[config.mk]
export PLATFORM = sky130hd
export DESIGN_NAME = tetris_game_ctrl
export DESIGN_NICKNAME = d
export VERILOG_FILES = /design/src/rtl/tetris_pkg.sv /design/src/rtl/tetris_game_ctrl_gravity_timer.sv /design/src/rtl/tetris_game_ctrl.sv
export SDC_FILE = /design/constraint.sdc
export NUM_CORES = 1
export LEC_CHECK = 0
export BUFFER_PORTS_ARGS = -buffer_cell sky130_fd_sc_hd__buf_2
export CORE_MARGIN = 2
export CORE_UTILIZATION = 40
export DETAILED_ROUTE_END_ITERATION = 16
export PLACE_DENSITY = 0.7
export SYNTH_ARGS = -nofsm -noshare
export SYNTH_HDL_FRONTEND = slang
export SYNTH_HIERARCHICAL = 1
export SYNTH_SLANG_ARGS = --single-unit
[constraint.sdc]
create_clock -name clka -period 2.5 [get_ports clka]
set_input_delay 0.125 -clock clka [delete_from_list [all_inputs] [get_ports clka]]
set_output_delay 0.125 -clock clka [all_outputs]
set_load 0.1 [all_outputs]
[src/rtl/tetris_pkg.sv]
// rtl/tetris_pkg.sv - shared states, piece codes and constants for the tetris game controller
package tetris_pkg;

  localparam int ROWS_DEF = 4;
  localparam int COLS_DEF = 8;

  localparam logic [3:0] LFSR_SEED = 4'b1001;

  typedef logic [1:0] piece_t;
  localparam piece_t PIECE_I = 2'b00;
  localparam piece_t PIECE_O = 2'b01;
  localparam piece_t PIECE_T = 2'b10;
  localparam piece_t PIECE_L = 2'b11;

  typedef enum logic [2:0] {IDLE, SPAWN, FALL, CHECK, CLEAR, OVER} state_t;

endpackage

[src/rtl/tetris_game_ctrl_gravity_timer.sv]
// rtl/tetris_game_ctrl_gravity_timer.sv - gravity divider: counts while enabled, ticks at period-1
module gravity_timer #(
  parameter int W = 5
) (
  input  logic         clk,
  input  logic         rst,
  input  logic         clear,
  input  logic         enable,
  input  logic [W-1:0] period,
  output logic         tick
);

  logic [W-1:0] cnt;

  assign tick = enable && (cnt == period - W'(1));

  always_ff @(posedge clk or posedge rst) begin
    if (rst) begin
      cnt <= '0;
    end else if (clear) begin
      cnt <= '0;
    end else if (enable) begin
      cnt <= tick ? '0 : cnt + W'(1);
    end
  end

endmodule

[src/rtl/tetris_game_ctrl.sv]
// rtl/tetris_game_ctrl.sv - game sequencer: spawn, gravity, line-clear handshake; TETRIS_SPEEDUP_EN shortens gravity
module tetris_game_ctrl
  import tetris_pkg::*;
#(
  parameter int ROWS        = ROWS_DEF,
  parameter int COLS        = COLS_DEF,
  parameter int TICK_DIV    = 16,
  parameter int CLR_TIMEOUT = 8
) (
  input  logic                 clka,
  input  logic                 restart,
  input  logic                 start,
  input  logic [ROWS*COLS-1:0] board_in,
  input  logic                 landed,
  input  logic                 clr_done,
  input  logic                 clr_error,
  output logic                 spawn,
  output logic [1:0]           curr_piece,
  output logic                 drop_tick,
  output logic                 clr_req,
  output logic [7:0]           lines_cleared,
  output logic                 busy,
  output logic                 game_over,
  output logic                 error
);

  localparam int TW = $clog2(TICK_DIV) + 1;
  localparam int WW = $clog2(CLR_TIMEOUT) + 1;
  localparam int NW = $clog2(ROWS + 1);

  state_t        state, state_next;
  logic [3:0]    lfsr;
  logic [WW-1:0] wd_cnt;
  logic [TW-1:0] period;
  logic          tick;
  logic          top_occupied;
  logic [NW-1:0] full_rows;
  logic          clr_fault;
  logic [8:0]    lines_sum;

  assign top_occupied = |board_in[(ROWS-1)*COLS +: COLS];

  always_comb begin
    full_rows = '0;
    for (int r = 0; r < ROWS; r++) begin
      if (&board_in[r*COLS +: COLS]) full_rows = full_rows + NW'(1);
    end
  end

  assign lines_sum = {1'b0, lines_cleared} + 9'(full_rows);

  // clr_done on the last allowed cycle still counts; clr_error always wins
  assign clr_fault = clr_error || (wd_cnt == WW'(CLR_TIMEOUT - 1) && !clr_done);

`ifdef TETRIS_SPEEDUP_EN
  logic [TW-1:0] period_shifted;
  assign period_shifted = TW'(TICK_DIV) >> lines_cleared[7:2];

  always_ff @(posedge clka or posedge restart) begin
    if (restart) begin
      period <= TW'(TICK_DIV);
    end else if (state == SPAWN) begin
      period <= (period_shifted < TW'(2)) ? TW'(2) : period_shifted;
    end
  end
`else
  assign period = TW'(TICK_DIV);
`endif

  gravity_timer #(.W(TW)) u_gravity_timer (
    .clk    (clka),
    .rst    (restart),
    .clear  (state == SPAWN),
    .enable (state == FALL),
    .period (period),
    .tick   (tick)
  );

  always_comb begin
    state_next = state;
    case (state)
      IDLE:    if (start) state_next = SPAWN;
      SPAWN:   state_next = top_occupied ? OVER : FALL;
      FALL:    if (landed) state_next = CHECK;
      CHECK:   state_next = (full_rows != '0) ? CLEAR : SPAWN;
      CLEAR: begin
        if (clr_fault)     state_next = OVER;
        else if (clr_done) state_next = CHECK;
      end
      OVER:    if (start) state_next = SPAWN;
      default: state_next = IDLE;
    endcase
  end

  always_ff @(posedge clka or posedge restart) begin
    if (restart) begin
      state         <= IDLE;
      lfsr          <= LFSR_SEED;
      curr_piece    <= PIECE_I;
      drop_tick     <= 1'b0;
      lines_cleared <= '0;
      error         <= 1'b0;
      wd_cnt        <= '0;
    end else begin
      state     <= state_next;
      // landing beats a coincident gravity tick
      drop_tick <= tick && !landed;
      case (state)
        SPAWN: begin
          if (!top_occupied) begin
            curr_piece <= lfsr[1:0];
            lfsr       <= {lfsr[2:0], lfsr[3] ^ lfsr[2]};
          end
        end
        CHECK: begin
          wd_cnt        <= '0;
          lines_cleared <= lines_sum[8] ? 8'hFF : lines_sum[7:0];
        end
        CLEAR: begin
          wd_cnt <= wd_cnt + WW'(1);
          if (clr_fault) error <= 1'b1;
        end
        OVER: begin
          if (start) begin
            lines_cleared <= '0;
            error         <= 1'b0;
          end
        end
        default: ;
      endcase
    end
  end

  assign spawn     = (state == SPAWN);
  assign clr_req   = (state == CLEAR);
  assign busy      = (state != IDLE) && (state != OVER);
  assign game_over = (state == OVER);

endmodule
Yosys cells after proc, flatten, opt, wreduce, memory -nomap -nowiden
Cells that the tools add are included.

operators by class
  $add $sub $neg = 6
  div/mod/pow operators = 0
  muxes and demuxes = 21
  multipliers = 0
  bitwise gates (word level) = 2
  shifts and indexed selects = 0
  reductions and logical operators = 24
  order comparisons = 0
  equal/unequal tests = 13

operators by type and width
  kind                                                             count
  8-bit AND reduction                                              4
  3-bit two-way mux                                                9
  8-bit two-way mux                                                2
  8-bit one-hot mux with 2 select lines                            1
  5-bit two-way mux                                                3
  3-bit one-hot mux with 5 select lines                            1
  3-bit by 1-bit adder with 3-bit output, second input constant    3
  8-bit by 3-bit adder with 9-bit output                           1
  4-bit one-hot mux with 2 select lines                            1
  2-bit nonzero test                                               4
  8-bit OR reduction                                               1
  3-bit by 2-bit == test with 1-bit output, second input constant  2
  3-bit == test, second input constant                             2
  3-bit AND reduction                                              2
  3-bit nonzero test                                               2
  5-bit by 1-bit adder with 5-bit output, second input constant    1
  5-bit by 4-bit == test with 1-bit output, second input constant  1
  4-bit by 1-bit adder with 4-bit output, second input constant    1
  4-bit by 3-bit == test with 1-bit output, second input constant  1
  1-bit logical AND                                                4
  2-bit by 1-bit != test with 1-bit output, second input constant  2
  2-bit != test, second input constant                             2
  2-bit AND reduction                                              2
  3-bit by 1-bit == test with 1-bit output, second input constant  1
  10 further kinds                                                 13

storage, ports and cells
  output and inout port bits = 16
  memory bits (writable) = 0
  memories kept = 0
  flip-flop bits (word level) = 28
  word-level logic and storage cells = 74
  latch bits = 0
  ROM bits = 0

Longest topological paths before layout
  depth after elaboration = 11
  mapped depth = 15
  depth with buffers taken out = 15

By module
The synthesis kept the hierarchy.

modules (own cells, without submodules)
  module            area an instance (µm²)  times used  cells an instance
  tetris_game_ctrl  1516.5                  1           171
  gravity_timer     395.4                   1           42

Least setup slack after synthesis
Ideal clock, no wire load.

  kind = input-to-reg
  from = input board_in[14]
  to = register lines_cleared[5]
  data arrival time = 2841 ps
  data required time = 2377 ps
  path buffers = 0
  path slack = -464 ps
  stages on the path = 14
  cell sequence = nand4_1 -> or2_2 -> inv_1 -> ha_1 -> xnor2_1 -> inv_1 -> ha_1 -> mux2_2 -> ha_1 -> a21o_1 -> a21o_1 -> nand3_1 -> o21ai_0 -> a22o_1

between the ends
  word-level cells in the longest chain between the ends = 9

ends and longest elaborated chain
  item                                      RTL line                 RTL
  from (decl)                               tetris_game_ctrl.sv:13   input logic [ROWS*COLS-1:0] board_in,
  8-bit AND reduction *                     tetris_game_ctrl.sv:46   if (&board_in[r*COLS +: COLS]) full_rows = full_rows + NW'(1);
  3-bit two-way mux *                       tetris_game_ctrl.sv:46
  3-bit by 1-bit adder with 3-bit output    tetris_game_ctrl.sv:46
  3-bit two-way mux *                       tetris_game_ctrl.sv:46
  3-bit by 1-bit adder with 3-bit output    tetris_game_ctrl.sv:46
  3-bit two-way mux *                       tetris_game_ctrl.sv:46
  8-bit by 3-bit adder with 9-bit output *  tetris_game_ctrl.sv:50   assign lines_sum = {1'b0, lines_cleared} + 9'(full_rows);
  8-bit two-way mux *                       tetris_game_ctrl.sv:117  lines_cleared <= lines_sum[8] ? 8'hFF : lines_sum[7:0];
  8-bit one-hot mux with 2 select lines *   tetris_game_ctrl.sv:108  case (state)
  to (signal assigned)                      tetris_game_ctrl.sv:117
  to (decl)                                 tetris_game_ctrl.sv:21   output logic [7:0] lines_cleared,

Mark *: on every way between the ends. The rest lies on a longest branch, timed or not.
A chain may end at the register's enable or synchronous reset.

Worst setup path after layout
  from = input board_in[9]
  to = register lines_cleared[5]

Same word-level chain as after synthesis.

==> results by group <==
Status
  – Status: completed

Clocking
  – CTS sink cnt: 26
  – Worst skew pair latency: 0.26 ns
  – Htree depth: 1
  – Clock root buffer: clkbuf_8
  – Clock-pin slew of the registers on the worst-case setup and hold paths: 0.09 ns
  – Total CTS buffers: 3
  – CTS max path bufs: 2
  – CTS tree: done

Pwr
  – Leak: 1.241 nW
  – Total Power: 1.191 mW
  – Cell Pwr Density: 459.9 mW/mm^2
  – Peak supply drop: 0.0003888 V

Hold path
  – Hold Path Class: input port to flop
  – Hold depth: 2

Yosys
  – Cell count after synthesis: 213
  – Cell Area, Synth: 0.001912 mm^2
  – Post-synthesis area per instance: 8.976 um^2
  – Yosys cell types: 55
  – Top_reg_cell synth: dfrtp_1
  – EDFF count, synth: 0
  – Yosys Warn Count: 6
  – Sequential fraction of the synthesis area: 34.16%
  – Number of synthesized register bits: 26
  – Post-synthesis async set-or-reset flop share: 100.0%

Drt
  – Post-DR wirelength/cell: 12.24 um
  – Final WL: 4.248 mm
  – Starting DRT DRC Count: 85
  – Via/cell ratio: 5.225
  – # DRC: 0
  – 1st-pass router iterations: 4
  – Via count: 1813
  – Antenna-violating nets left: 0

Setup path
  – Worst setup EP type: flop
  – Worst path most repeated cell: ha_4
  – Crit path DAT: 2.57 ns
  – Slowest stage delay, CP: 0.28 ns
  – CP bufs+invs: 3
  – Setup CP Type: input port to flop
  – CP Depth: 15
  – Cell chain of the critical path: buf_6 -> nand4_1 -> or2_4 -> inv_4 -> ha_4 -> xnor2_4 -> inv_2 -> ha_4 -> mux2_4 -> ha_4 -> a21o_1 -> a21o_1 -> nand3_2 -> a21bo_1 -> a22o_1
  – Delay-heaviest family, CP: adder cells
  – CP max-delay cell: or2_4
  – CP Max Fanout: 4
  – Critical Path Start Type: input port
  – CP required: 2.66 ns
  – Register-to-Register Path Depth: 7

Timing
  – Max-slew violations: 0
  – Final Skew: 0.003948 ns
  – Minimum clock period: 2.416 ns
  – Unrepaired setup endpoints after global routing: true
  – Fin. Hold Viols: 0
  – Setup_tns: 0 ns
  – Post-route clock period utilization: 96.64%
  – Worst-margin pin slew: 0.8358 ns
  – Max Freq: 0.4139 GHz
  – Endpoints failing setup: 0
  – Max_slew headroom: 44.22%

Placement
  – Gpl congestion: 0.8745
  – Dpl cell area: 0.002455 mm^2
  – Detailed placement HPWL: 3.281 mm
  – Port-buffer cells: 53

Floorplan
  – Placement Rows: 25
  – Core footprint: 0.004661 mm^2
  – Die Footprint: 0.005349 mm^2
  – Die width: 73.14 um
  – I/O pin cnt: 54
  – Die height: 73.14 um
  – Starting Density: 41.02%

Job
  – Max-cap viol count: 0

Global route
  – Met2 Use GR: 25.73%
  – Vias in the first global route: 1570
  – Gr ovfl total: 0
  – Met1 GRT Util: 21.82%
  – Most Used Layer, Global Route: met2
  – M3 GR Usage: 2.348%
  – First-pass GRT wire length: 6.741 mm
  – GRT Total Usage: 15.77%
  – Largest net degree at the start of global routing: 22
  – Antenna violations before repair: 0

Finish
  – Nets@finish: 342
  – # diodes: 0
  – Design area: 0.002589 mm^2
  – Area growth from synthesis to layout: 35.41%
  – Layout cells sized above 1: 36.86%
-- report_power, final --
| part | leakage [nW] | internal [mW] | switching (mW) | total, mW |
|---|---|---|---|---|
| clock | 0.0228 | 0.114 | 0.124 | 0.238 |
| combinational | 0.871 | 0.143 | 0.352 | 0.495 |
| sequential | 0.347 | 0.440 | 0.0172 | 0.457 |
| total | 1.24 | 0.697 | 0.493 | 1.19 |
-- path summary, 6_finish.rpt --
path,from,endpoint,slack (ns)
max,board_in[9],lines_cleared[5],0.08
min,landed,drop_tick,0.02
max reg2reg,state[2],u_gravity_timer/cnt[3],0.36
min reg2reg,lfsr[0],lfsr[0],0.49
max in group asynchronous,restart,wd_cnt[1],1.41
min in group asynchronous,restart,u_gravity_timer/cnt[3],0.31
-- what timing repair did --
item	in CTS	in global routing
hold buffers	1	0
setup buffers	0	1
gates resized for setup	0	14
cloned	0	0
endpoints found under the setup margin	1	8
pin swaps	3	12
hold endpoints to repair	5	0
-- routing by layer --
layer | vias to the layer above | wire, um
li1 | 919 | -
met1 | 843 | 1956
met2 | 45 | 1997
met3 | 6 | 224
met4 | 0 | 70
met5 | - | 0
-- registers in the layout, indices dropped and copies added, names as in the netlist --
register,flops
lines_cleared,8
error,1
curr_piece,1
u_gravity_timer/cnt,5
drop_tick,1
state,3
wd_cnt,4
lfsr,3
-- through the flow --
stage / hold slack (ns) / instances / setup WS [ns] / utilization [%]
after floorplan: -0.09648 / 222 / -0.1501 / -
after detailed placement: 0.04568 / 341 / -0.2827 / 52.67
after CTS: 0.01653 / 346 / 0.0009479 / 53.85
after global placement: 0.04100 / 341 / -0.2482 / 52.67
final: 0.02262 / 347 / 0.08389 / 55.54
after global routing: 0.009782 / 347 / -0.04201 / 55.54
-- area by class of cell --
type	count	area (um^2)
inverters	12	47.55
well taps	54	67.56
multi-input cells	178	1339
repair buffers	73	436.7
fillers	437	2072
flip-flops and latches	26	653.1
clock buffers	4	45.04
-- cell usage in the layout, fill, tap and decap left out, drive strengths merged, types with 2 or more instances in the layout --
cell / count
or2: 2
ha: 9
nor4: 4
buf: 72
nor2: 16
nand2b: 4
a22o: 5
nand2: 17
clkbuf: 4
a31oi: 2
a21oi: 6
o21bai: 3
a21boi: 2
nor2b: 7
xor2: 3
dfrtp: 24
nor4b: 2
a21o: 6
mux2: 4
xnor2: 10
inv: 12
a211o: 2
nand3: 7
o21ai: 17
dfstp: 2
o32ai: 2
conb: 11
nor3b: 3
nand4: 10
nor3: 5
and2: 3
-- kinds of logic (layout without fill, tap and decap cells) --
logic type,Yosys count,in the layout,share of synthesized area (%)
adders and majority gates,10,10,6.937
buffers and inverters,18,89,4.254
and+or+nand+nor,84,84,24.74
other,2,11,0.3928
muxes,5,5,2.879
AOI/OAI and AO/OA,55,55,20.68
xor gates and xnor gates,13,13,5.956
DFF,26,26,34.16
-- synthesized netlist by cell type, drive strengths merged, types with 2 or more instances --
cell	n	area (um^2)
a211o	2	17.52
a21boi	2	18.77
a21o	6	45.04
a21oi	6	30.03
a22o	5	43.79
a31oi	2	12.51
and2	3	18.77
buf	5	32.53
conb	2	7.510
dfrtp	24	600.6
dfstp	2	52.55
ha	9	112.6
inv	12	45.04
mux2	4	45.04
nand2	17	63.81
nand2b	4	25.02
nand3	7	35.03
nand4	10	62.56
nor2	16	65.06
nor2b	7	51.30
nor3	5	25.02
nor3b	3	32.53
nor4	4	25.02
nor4b	2	23.77
o21ai	17	85.08
o21bai	3	22.52
o32ai	2	17.52
or2	2	12.52
xnor2	10	87.58
xor2	3	26.28
Note: power is estimated with default switching activity, not from simulation.
